===== src/rtl/enemy_fire_scheduler.sv =====
// enemy_fire_scheduler
// Picks which enemy shoots and which bullet slot it fills while the game is
// being played. Once per fire period the next alive enemy is chosen in
// round-robin order, then the lowest free bullet slot. The result is offered
// to the bullet datapath over a valid/ack handshake. The fire period shortens
// as the stage phase advances.
//
// Ports
//   i_Clock            system clock, all state changes on posedge
//   i_Reset            asynchronous, active-low reset
//   i_Tick             one-clock game tick strobe
//   i_Enable           high while the game is in the playing state
//   i_PhaseState       stage phase (0..3), shortens the fire period
//   i_EnemyState       alive mask, bit k set = enemy k alive
//   i_EnemyBulletState busy mask, bit s set = bullet slot s in use
//   i_FireAck          datapath accepted the pending request
//   o_FireValid        fire request pending
//   o_FireEnemy        index of the shooting enemy
//   o_FireSlot         index of the bullet slot to fill
//   o_Drop             one-clock pulse: a shot was skipped, no free slot
//   o_Busy             high while scanning or issuing

module enemy_fire_scheduler #(
  parameter int MAX_ENEMY        = 15,
  parameter int MAX_ENEMY_BULLET = 31,
  parameter int FIRE_PERIOD_BASE = 12,
  parameter int PHASE_STEP       = 2
) (
  input  logic                        i_Clock,
  input  logic                        i_Reset,
  input  logic                        i_Tick,
  input  logic                        i_Enable,
  input  logic [1:0]                  i_PhaseState,
  input  logic [MAX_ENEMY-1:0]        i_EnemyState,
  input  logic [MAX_ENEMY_BULLET-1:0] i_EnemyBulletState,
  input  logic                        i_FireAck,
  output logic                        o_FireValid,
  output logic [3:0]                  o_FireEnemy,
  output logic [4:0]                  o_FireSlot,
  output logic                        o_Drop,
  output logic                        o_Busy
);

  typedef enum logic [2:0] {
    IDLE,
    WAIT,
    SCAN_E,
    SCAN_S,
    ISSUE
  } stateType;

  stateType   state;
  logic [3:0] rr;
  logic [3:0] cnt;
  logic [3:0] scanCnt;
  logic [3:0] rrNext;
  logic [3:0] reloadValue;
  logic       freeFound;
  logic [4:0] freeSlot;

  // Tick counter reload value: one less than the period, because the
  // counter expires on the tick that finds it already at zero.
  always_comb begin
    reloadValue = 4'(FIRE_PERIOD_BASE - 1 - PHASE_STEP * int'(i_PhaseState));
  end

  // Round-robin pointer advance, wrapping after the last enemy.
  always_comb begin
    rrNext = (rr == 4'(MAX_ENEMY - 1)) ? 4'd0 : rr + 4'd1;
  end

  // Lowest free bullet slot. Walking from the top down lets the lowest
  // free index win the last assignment.
  always_comb begin
    freeFound = 1'b0;
    freeSlot  = 5'd0;
    for (int s = MAX_ENEMY_BULLET - 1; s >= 0; s--) begin
      if (!i_EnemyBulletState[s]) begin
        freeFound = 1'b1;
        freeSlot  = 5'(s);
      end
    end
  end

  // Main scheduler state machine. All outputs are registered here. Disable
  // takes priority over everything, including an ack in the same clock, and
  // leaves the round-robin pointer untouched so firing order resumes after
  // a pause.
  always_ff @(posedge i_Clock or negedge i_Reset) begin
    if (!i_Reset) begin
      state       <= IDLE;
      rr          <= 4'd0;
      cnt         <= 4'd0;
      scanCnt     <= 4'd0;
      o_FireValid <= 1'b0;
      o_FireEnemy <= 4'd0;
      o_FireSlot  <= 5'd0;
      o_Drop      <= 1'b0;
      o_Busy      <= 1'b0;
    end else begin
      o_Drop <= 1'b0;
      if (!i_Enable) begin
        state       <= IDLE;
        o_FireValid <= 1'b0;
        o_FireEnemy <= 4'd0;
        o_FireSlot  <= 5'd0;
        o_Busy      <= 1'b0;
      end else begin
        case (state)
          IDLE: begin
            cnt   <= reloadValue;
            state <= WAIT;
          end
          WAIT: begin
            if (i_Tick) begin
              if (cnt != 4'd0) begin
                cnt <= cnt - 4'd1;
              end else begin
                scanCnt <= 4'd0;
                state   <= SCAN_E;
                o_Busy  <= 1'b1;
              end
            end
          end
          SCAN_E: begin
            // The pointer moves on every candidate, hit or miss, so a full
            // sweep of dead enemies returns it to where it started.
            rr <= rrNext;
            if (i_EnemyState[rr]) begin
              o_FireEnemy <= rr;
              state       <= SCAN_S;
            end else if (scanCnt == 4'(MAX_ENEMY - 1)) begin
              cnt    <= reloadValue;
              state  <= WAIT;
              o_Busy <= 1'b0;
            end else begin
              scanCnt <= scanCnt + 4'd1;
            end
          end
          SCAN_S: begin
            // A failed slot search still consumes this enemy's turn.
            if (freeFound) begin
              o_FireSlot  <= freeSlot;
              o_FireValid <= 1'b1;
              state       <= ISSUE;
            end else begin
              o_Drop <= 1'b1;
              cnt    <= reloadValue;
              state  <= WAIT;
              o_Busy <= 1'b0;
            end
          end
          ISSUE: begin
            if (i_FireAck) begin
              o_FireValid <= 1'b0;
              cnt         <= reloadValue;
              state       <= WAIT;
              o_Busy      <= 1'b0;
            end
          end
          default: begin
            state       <= IDLE;
            o_FireValid <= 1'b0;
            o_Busy      <= 1'b0;
          end
        endcase
      end
    end
  end

endmodule

===== config.mk =====
export PLATFORM = sky130hd
export DESIGN_NAME = enemy_fire_scheduler
export DESIGN_NICKNAME = d
export VERILOG_FILES = /design/src/rtl/enemy_fire_scheduler.sv
export SDC_FILE = /design/constraint.sdc
export NUM_CORES = 1
export LEC_CHECK = 0
export ABC_AREA = 1
export CORE_UTILIZATION = 25
export DETAILED_ROUTE_END_ITERATION = 10
export SLEW_MARGIN = 10
export SYNTH_ARGS = -nofsm -noshare
export SYNTH_HDL_FRONTEND = slang
export SYNTH_SLANG_ARGS = --single-unit
export TNS_END_PERCENT = 10

===== constraint.sdc =====
create_clock -name i_Clock -period 2 [get_ports i_Clock]
set_input_delay 0.3 -clock i_Clock [delete_from_list [all_inputs] [get_ports i_Clock]]
set_output_delay 0.3 -clock i_Clock [all_outputs]
set_load 0.02 [all_outputs]

== Word-level counts from Yosys, hierarchy flattened ==
Index checks and enable logic that the tools add are counted.
Storage, ports and cells
  flip-flop bits (word level): 27
  output and inout bits: 12
  word-level logic and storage cells: 160
  bits of input ports: 53
Cells by class
  equal/unequal tests: 28
  multiplexer cells: 105
  reductions and logical operators: 13
  magnitude comparators: 1
  add/subtract/negate cells: 4
Operators by type and width (number)
  two-way mux 5 bit: 34
  two-way mux 4 bit: 14
  two-way mux 1 bit: 44
  two-way mux 3 bit: 7
  inequality test 3 bit, second input constant: 7
  inequality test 2 bit, second input constant: 10
  one-hot mux 4 bit (5 select lines): 1
  one-hot mux 3 bit (5 select lines): 1
  adder 4 x 1 -> 4 bit, second input constant: 2
  == test 4 bit, second input constant: 2
  inequality test 2 x 1 -> 1 bit, second input constant: 4
  one-hot mux 4 bit (2 select lines): 1
  AND reduction 8 bit: 1
  AND reduction 7 bit: 1
  == test 3 x 2 -> 1 bit, second input constant: 2
  AND reduction 2 bit: 3
  AND reduction 6 bit: 1
  less-than comparator 4 x 5 -> 1 bit, second input constant: 1
  one-hot mux 1 bit (5 select lines): 1
  nonzero test 5 bit: 1
  binary-select mux 1 bit (select 4 bit): 1
  inequality test 4 bit, second input constant: 1
  AND reduction 4 bit: 1
  nonzero test 4 bit: 1
  9 further kinds: 9

== Depth between registers and ports, before layout ==
Gate-level depths: netlist of run 1.
  depth after elaboration: 34
  gate-level depth with buffers: 31
  depth with buffers taken out: 31

== Least setup slack after synthesis of run 1 ==
Ideal clock, no wire load.
  path kind: reg-to-reg
  start: reg rr[0]
  end: reg scanCnt[3]
  buffers on the path: 1
  library setup time: 119 ps
  clock period less this slack: 1802 ps
  cell stages (with the launch flop): 15
  arrival: 1683 ps
  required time: 1881 ps
  slack: 198 ps
  path through: dfrtp_1 > buf_2 > nand2_1 > inv_2 > a221oi_1 > o21ai_1 > nand3_1 > nand2_1 > inv_2 > nor2_2 > inv_2 > nand3_2 > nor2_1 > a21oi_1 > o21a_1
On the way
  cells in the longest elaborated chain, start to end: 4
RTL lines
  from (decl): line 53  | logic [3:0] rr;
  from (signal assigned): line 128  | rr <= rrNext;
  binary-select mux 1 bit (select 4 bit): line 129  | if (i_EnemyState[rr]) begin
  two-way mux 1 bit (implied by the code): line 129
  inequality test 2 bit (no line)
  AND reduction 6 bit (no line)
  to (signal assigned): line 137  | scanCnt <= scanCnt + 4'd1;
  to (decl): line 55  | logic [3:0] scanCnt;
No other way between the ends. The select of a mux whose other input is x is not followed.
A chain may end at the register's enable or synchronous reset.

== Worst setup path after layout of run 1 ==
  start: in i_EnemyBulletState[20]
  end: reg cnt[2]
On the way
  cells in the longest elaborated chain, start to end: 23
RTL lines
  from (decl): line 35  | input logic [MAX_ENEMY_BULLET-1:0] i_EnemyBulletState,
  two-way mux 1 bit (21 in a row): line 78  | if (!i_EnemyBulletState[s]) begin
  inequality test 2 bit (no line)
  AND reduction 8 bit (no line)
  to (signal assigned): line 111  | cnt <= reloadValue;
  to (signal assigned): line 117  | cnt <= cnt - 4'd1;
  to (signal assigned): line 133  | cnt <= reloadValue;
  to (decl): line 54  | logic [3:0] cnt;
No other way between the ends.

==> results of run 1 <==
routing by layer:
metal / GRT usage / up-vias / routed length (µm) / part of all wire
met3: 0.0305 / 2 / 200 / 0.039
met4: 0.0227 / 0 / 30 / 0.0059
met1: 0.179 / 923 / 2380 / 0.47
met5: 0 / - / 0 / 0
li1: - / 1074 / - / -
met2: 0.235 / 39 / 2450 / 0.48
cells by family after synthesis:
| group | after synthesis | share of synthesized area |
|---|---|---|
| AOI/OAI and AO/OA | 56 | 0.188 |
| adders and majority gates | 3 | 0.0212 |
| xor gates and xnor gates | 2 | 0.00988 |
| and+or+nand+nor | 137 | 0.325 |
| DFF | 27 | 0.381 |
| buffers and inverters | 35 | 0.0748 |
sequential cells by signal, indices dropped and copies added, names as in the netlist:
name,cells
cnt,4
o_Busy,1
o_Drop,1
o_FireEnemy,4
o_FireSlot,5
o_FireValid,1
rr,4
scanCnt,4
state,3
critical path: cells and delay by family:
kind	cells	cell delay [ns]
and+or+nand+nor	8	0.90
buffers and inverters	3	0.69
AOI/OAI and AO/OA	2	0.17
report_power, final:
part / internal (W) / switching, W / leakage [nW]
clock: 0.000142 / 0.000187 / 0.0217
sequential: 0.000692 / 0.000129 / 0.354
combinational: 0.000619 / 0.000749 / 1.01
repair_timing:
item | CTS | global route
endpoints found under the setup margin | 1 | 10
endpoints found under the hold margin | 0 | 0
pin swaps | 0 | 13
setup buffers | 0 | 7
gates resized for setup | 1 | 31
layout make-up:
cell class	instances	area, µm²
clock buffer	3	41.3
clock inverter	1	7.51
fill	729	3880
inverter	33	126
multi-input combinational	198	1040
sequential	27	677
tap	96	120
timing repair buffer	102	938
per-stage QoR:
step / TNS, ns / power (W) / instance area [µm²] / utilization
finish: 0 / 0.00252 / 2950 / 0.431
detailed placement: -1.14 / 0.00208 / 2760 / 0.404
floorplan: 0 / 0.00158 / 1770 / -
global route: -0.0248 / 0.00276 / 2950 / 0.431
global placement: -0.990 / 0.00206 / 2760 / 0.404
CTS: 0 / 0.00243 / 2810 / 0.411
path summary, 6_finish.rpt:
path,from,to,slack (ns)
max reg2reg,rr[0]$_DFFE_PN0P_,scanCnt[1]$_DFFE_PN0P_,0.19
max in group asynchronous,i_Reset,rr[0]$_DFFE_PN0P_,1.32
min reg2reg,o_FireValid$_DFFE_PN0P_,o_FireValid$_DFFE_PN0P_,0.49
min in group i_Clock,o_FireValid$_DFFE_PN0P_,o_FireValid$_DFFE_PN0P_,0.49
max,i_EnemyBulletState[20],cnt[2]$_DFFE_PN0P_,0.15
min,i_Reset,cnt[0]$_DFFE_PN0P_,0.39
cell usage in the layout (no fill, tap or decap), types with 10 or more instances in the layout:
cell type	Yosys	final
o21ai_0	10	10
nand3_1	16	15
o21ai_1	19	19
dfrtp_1	27	26
clkdlybuf4s50_1	0	56
nand2_1	75	72
inv_1	16	16
nor2_1	33	24
buf_4	0	38
inv_2	16	15
==> impl_metrics.yaml, run 1 <==
synth:
  syn_area_um2: 1770
  synth_ff_type: "dfrtp_1"
  syn-mean-instance-area_um2: 6.82
  synth.distinct_cells: 31
  ys_ff_latch: 27
  synth.net_count: 316
  async_flop_share: 1.00
  synth-seq-area-share: 0.381
  synth_top_cell_area_share: 0.381
  synth_common_cells: "75 x nand2_1, 33 x nor2_1, 27 x dfrtp_1"
  ys_warn_count: 0
  synth_cells: 260
  synth_largest_area_cell: "dfrtp_1"
  yosysMostFrequentCell: "nand2_1"
  synth-edff-count: 0
  synthTopCellsByArea: "dfrtp_1 38%, nand2_1 16%, nor2_1 7.0%"
global_route:
  overflow: 0
  grt_usage: 0.137
  first_global_vias: 1889
  grt_pass1_wl_mm: 8.22
  antenna_found_initial: 0
  grt_max_degree: 28
floorplanning:
  chipHeight_um: 86.2
  initial_core_util: 0.260
  num_rows: 30
  dieArea_um2: 7430
  core_um2: 6830
  num_io_pins: 65
  die_w_um: 86.2
cells_and_area:
  fin_nets: 421
  drive_gt1_frac: 0.225
  layout.cells.non_filler: 460
  n_antenna_cell: 0
  area_growth_pct: 66.2
cts:
  htree_num_levels: 1
  cts_tree: "yes"
  cts-root-buf: "clkbuf_8"
  hold_buffers: 0
  path_clk_slew_ns: 0.10
  cts.sinks: 27
  clock_path_buffers: 2
  clock_latency_ns: 0.28
  cts-buffers-inserted: 3
worst_setup_path:
  cp_max_fo: 8
  end_kind: "flip-flop"
  crit_required_ns: 2.21
  critPathMostFrequentCell: "nor2_2"
  crit_chain: "clkdlybuf4s50_1 -> nand2_1 -> nor2_2 -> nand2_1 -> nor2_2 -> inv_2 -> nor2_4 -> nor2_2 -> nor3_2 -> nand3_1 -> inv_2 -> o211ai_1 -> o21ai_1"
  reg2reg_depth: 12
  critPathLaunchType: "primary input"
  cp_slowest_cell: "clkdlybuf4s50_1"
  critPathMaxStageDelay_ns: 0.49
  worst_ep_arrival_time_ns: 2.06
  path_class: "in2reg"
hold_path:
  hold_path_class: "in2async"
placement:
  hpwlAfterDp_mm: 3.85
  dp_cells: 449
  gp_congestion: 0.826
  place_ws_ns: -0.356
  portBuffers: 64
timing:
  fin_crit_sh: 0.923
  final-hold-violation-count: 0
  relSlewSlack: 0.711
  finalSetupViolCount: 0
  hold_ws_ns: 0.392
  maxSlewViolCount: 0
  setup_ws_ns: 0.153
  fmax_ghz: 0.542
  layout_min_cycle_time_ns: 1.85
  skew_ns: 0.00418
  tightest_slew_ns: 0.431
detailed_routing:
  drc: 0
  antenna_left: 0
  dr_total_vias: 2038
  drt_pre_antenna_iters: 4
  wl_per_cell_um: 11.0
  totalWireLength_mm: 5.07
  drt_iter0_drc: 73
  viasPerCell: 4.43
run_status:
  outcome: "finished, final reports clean"
job:
  cap_violations: 0
power:
  power_density_nw_per_um2: 855
  vdd_ir_drop_max_mv: 0.389
  leakage_nw: 1.38
Note: power is estimated with default switching activity, not from simulation.
==> inputs of run 2 (changes only) <==
--- a/config.mk
+++ b/config.mk
@@ -6,8 +6,12 @@
 export NUM_CORES = 1
 export LEC_CHECK = 0
 export ABC_AREA = 1
+export CELL_PAD_IN_SITES_DETAIL_PLACEMENT = 1
+export CELL_PAD_IN_SITES_GLOBAL_PLACEMENT = 1
 export CORE_UTILIZATION = 25
 export DETAILED_ROUTE_END_ITERATION = 10
+export GPL_ROUTABILITY_DRIVEN = 1
+export PLACE_DENSITY_LB_ADDON = 0.1
 export SLEW_MARGIN = 10
 export SYNTH_ARGS = -nofsm -noshare
 export SYNTH_HDL_FRONTEND = slang
==> run 2 against run 1 <==
Clock-buffer cell count grew 1. Clock skew grew 0.0056 ns. Largest power group unchanged. Clock power down 3%. Global-route usage rose by 1.8 points. Sequential power about the same. First-iteration DRC count shrank 36%.
==> impl_metrics.yaml, run 2 (synthesized netlist as in run 1, its figures left out) <==
timing:
  finalSetupViolCount: 0
  fmax_ghz: 0.547
  setup_ws_ns: 0.170
  hold_ws_ns: 0.389
  skew_ns: 0.00977
  fin_crit_sh: 0.915
  grt_setup_unrepaired: "true"
  final-hold-violation-count: 0
  layout_min_cycle_time_ns: 1.83
  maxSlewViolCount: 0
  relSlewSlack: 0.763
  tightest_slew_ns: 0.353
floorplanning:
  initial_core_util: 0.260
  die_w_um: 86.2
  dieArea_um2: 7430
  num_io_pins: 65
  chipHeight_um: 86.2
  core_um2: 6830
  num_rows: 30
cells_and_area:
  mostFrequentLayoutCells: "74 x nand2_1, 57 x clkdlybuf4s50_1, 30 x nor2_1, 30 x buf_4, 26 x dfrtp_1"
  regMostFlops: "o_FireSlot"
  drive_gt1_frac: 0.196
  area_growth_pct: 61.9
  fin_nets: 414
  final_common_cell: "nand2_1"
  largest_register_ffs: 5
  n_antenna_cell: 0
  layout.cells.non_filler: 453
detailed_routing:
  drt_iter0_drc: 47
  dr_total_vias: 2052
  drc: 0
  viasPerCell: 4.53
  antenna_left: 0
  drt_pre_antenna_iters: 4
  totalWireLength_mm: 5.29
  wl_per_cell_um: 11.7
worst_setup_path:
  reg2reg_depth: 12
  worst_ep_arrival_time_ns: 2.01
  critPathLaunchType: "flip-flop"
  cp.buffers_inverters: 4
  r2r_slack_ns: 0.17
  crit_family: "buffers and inverters"
  crit_required_ns: 2.18
  cp_max_fo: 7
  rr_startpoint: "rr[0]$_DFFE_PN0P_"
  end_kind: "flip-flop"
  crit_chain: "buf_12 -> o21ai_1 -> o2111ai_2 -> nand3_1 -> nand2_1 -> inv_2 -> nor2_4 -> inv_2 -> nand3_4 -> buf_4 -> a21oi_1 -> a21oi_1"
  worstReg2RegEnd: "scanCnt[0]$_DFFE_PN0P_"
  path_class: "reg2reg"
  critPathMaxStageDelay_ns: 0.45
  cp_slowest_cell: "dfrtp_2"
hold_path:
  hold_path_class: "in2async"
cts:
  cts.sinks: 27
  cts_tree: "yes"
  cts-root-buf: "clkbuf_8"
  clock_path_buffers: 2
  htree_num_levels: 1
  cts-buffers-inserted: 3
  path_clk_slew_ns: 0.10
  clock_latency_ns: 0.28
job:
  cap_violations: 0
placement:
  hpwlAfterDp_mm: 4.29
  dp_cells: 447
  place_ws_ns: -0.415
  gp_congestion: 0.754
  portBuffers: 64
global_route:
  overflow: 0
  grt_pass1_wl_mm: 9.36
  grt_max_degree: 28
  grt_usage: 0.155
  antenna_found_initial: 0
  first_global_vias: 2099
power:
  vdd_ir_drop_max_mv: 0.292
  power_density_nw_per_um2: 881
  leakage_nw: 1.33
run_status:
  outcome: "finished, final reports clean"
## run 2: cell types whose count changed in the layout (fill, tap and decap cells not counted), sizes merged
cell           previous run  this run
buf                      38        31
clkbuf                    4         7
dlymetal6s2s              7         4
clkdlybuf4s50            56        57
clkinvlp                  1         0
## run 2: metrics by stage
stage	instance area [µm²]	setup TNS (ns)	total power [W]	utilization
2_1_floorplan	1770	0	0.00158	-
3_3_place_gp	2740	-1.38	0.00207	0.401
3_5_place_dp	2740	-1.63	0.00209	0.401
4_1_cts	2790	0	0.00243	0.408
5_1_grt	2870	-0.0998	0.00279	0.420
6_report	2870	0	0.00253	0.420
## run 2: layout make-up
class | instances | area (µm²)
sequential | 27 | 677
tap | 96 | 120
inverter | 33 | 126
clock buffer | 4 | 45.0
multi-input combinational | 198 | 1020
timing repair buffer | 95 | 881
fill | 886 | 3960
## run 2: routing by layer
| layer | wire (µm) | track usage | vias to the layer above |
|---|---|---|---|
| met2 | 2530 | 0.271 | 32 |
| met5 | 0 | 0 | - |
| li1 | - | - | 1055 |
| met4 | 21 | 0.0182 | 0 |
| met3 | 210 | 0.0333 | 2 |
| met1 | 2530 | 0.201 | 963 |
## run 2: how the worst max path moves through the flow
stage,start,to,cells past startpoint
after global placement,i_EnemyBulletState[29],o_FireSlot[0]$_DFFE_PN0P_,32
after floorplan,rr[0]$_DFFE_PN0P_,scanCnt[3]$_DFFE_PN0P_,14
after CTS,rr[0]$_DFFE_PN0P_,scanCnt[1]$_DFFE_PN0P_,12
after detailed placement,i_EnemyBulletState[29],o_FireSlot[0]$_DFFE_PN0P_,32
final,rr[0]$_DFFE_PN0P_,scanCnt[0]$_DFFE_PN0P_,12
after global routing,i_EnemyBulletState[30],cnt[2]$_DFFE_PN0P_,13
## run 2: power breakdown
group	switching [W]	total, W	internal, W
Sequential	0.000131	0.000822	0.000692
Clock	0.000177	0.000320	0.000143
Combinational	0.000786	0.00139	0.000601
## run 2: worst reg2reg max path: stages (launching register included)
cell and delay (ns):
dfrtp_2 0.45, buf_12 0.15, o21ai_1 0.18, o2111ai_2 0.13, nand3_1 0.09, nand2_1 0.07
inv_2 0.09, nor2_4 0.05, inv_2 0.10, nand3_4 0.09, buf_4 0.17, a21oi_1 0.11
a21oi_1 0.05
## run 2: repair_timing
action                                  in CTS  in global routing
endpoints found under the setup margin       5                 12
buffers inserted                             0                  2
pin swaps                                    0                  4
gates resized for setup                      4                 25
cloned                                       0                  0
hold buffers                                 0                  0
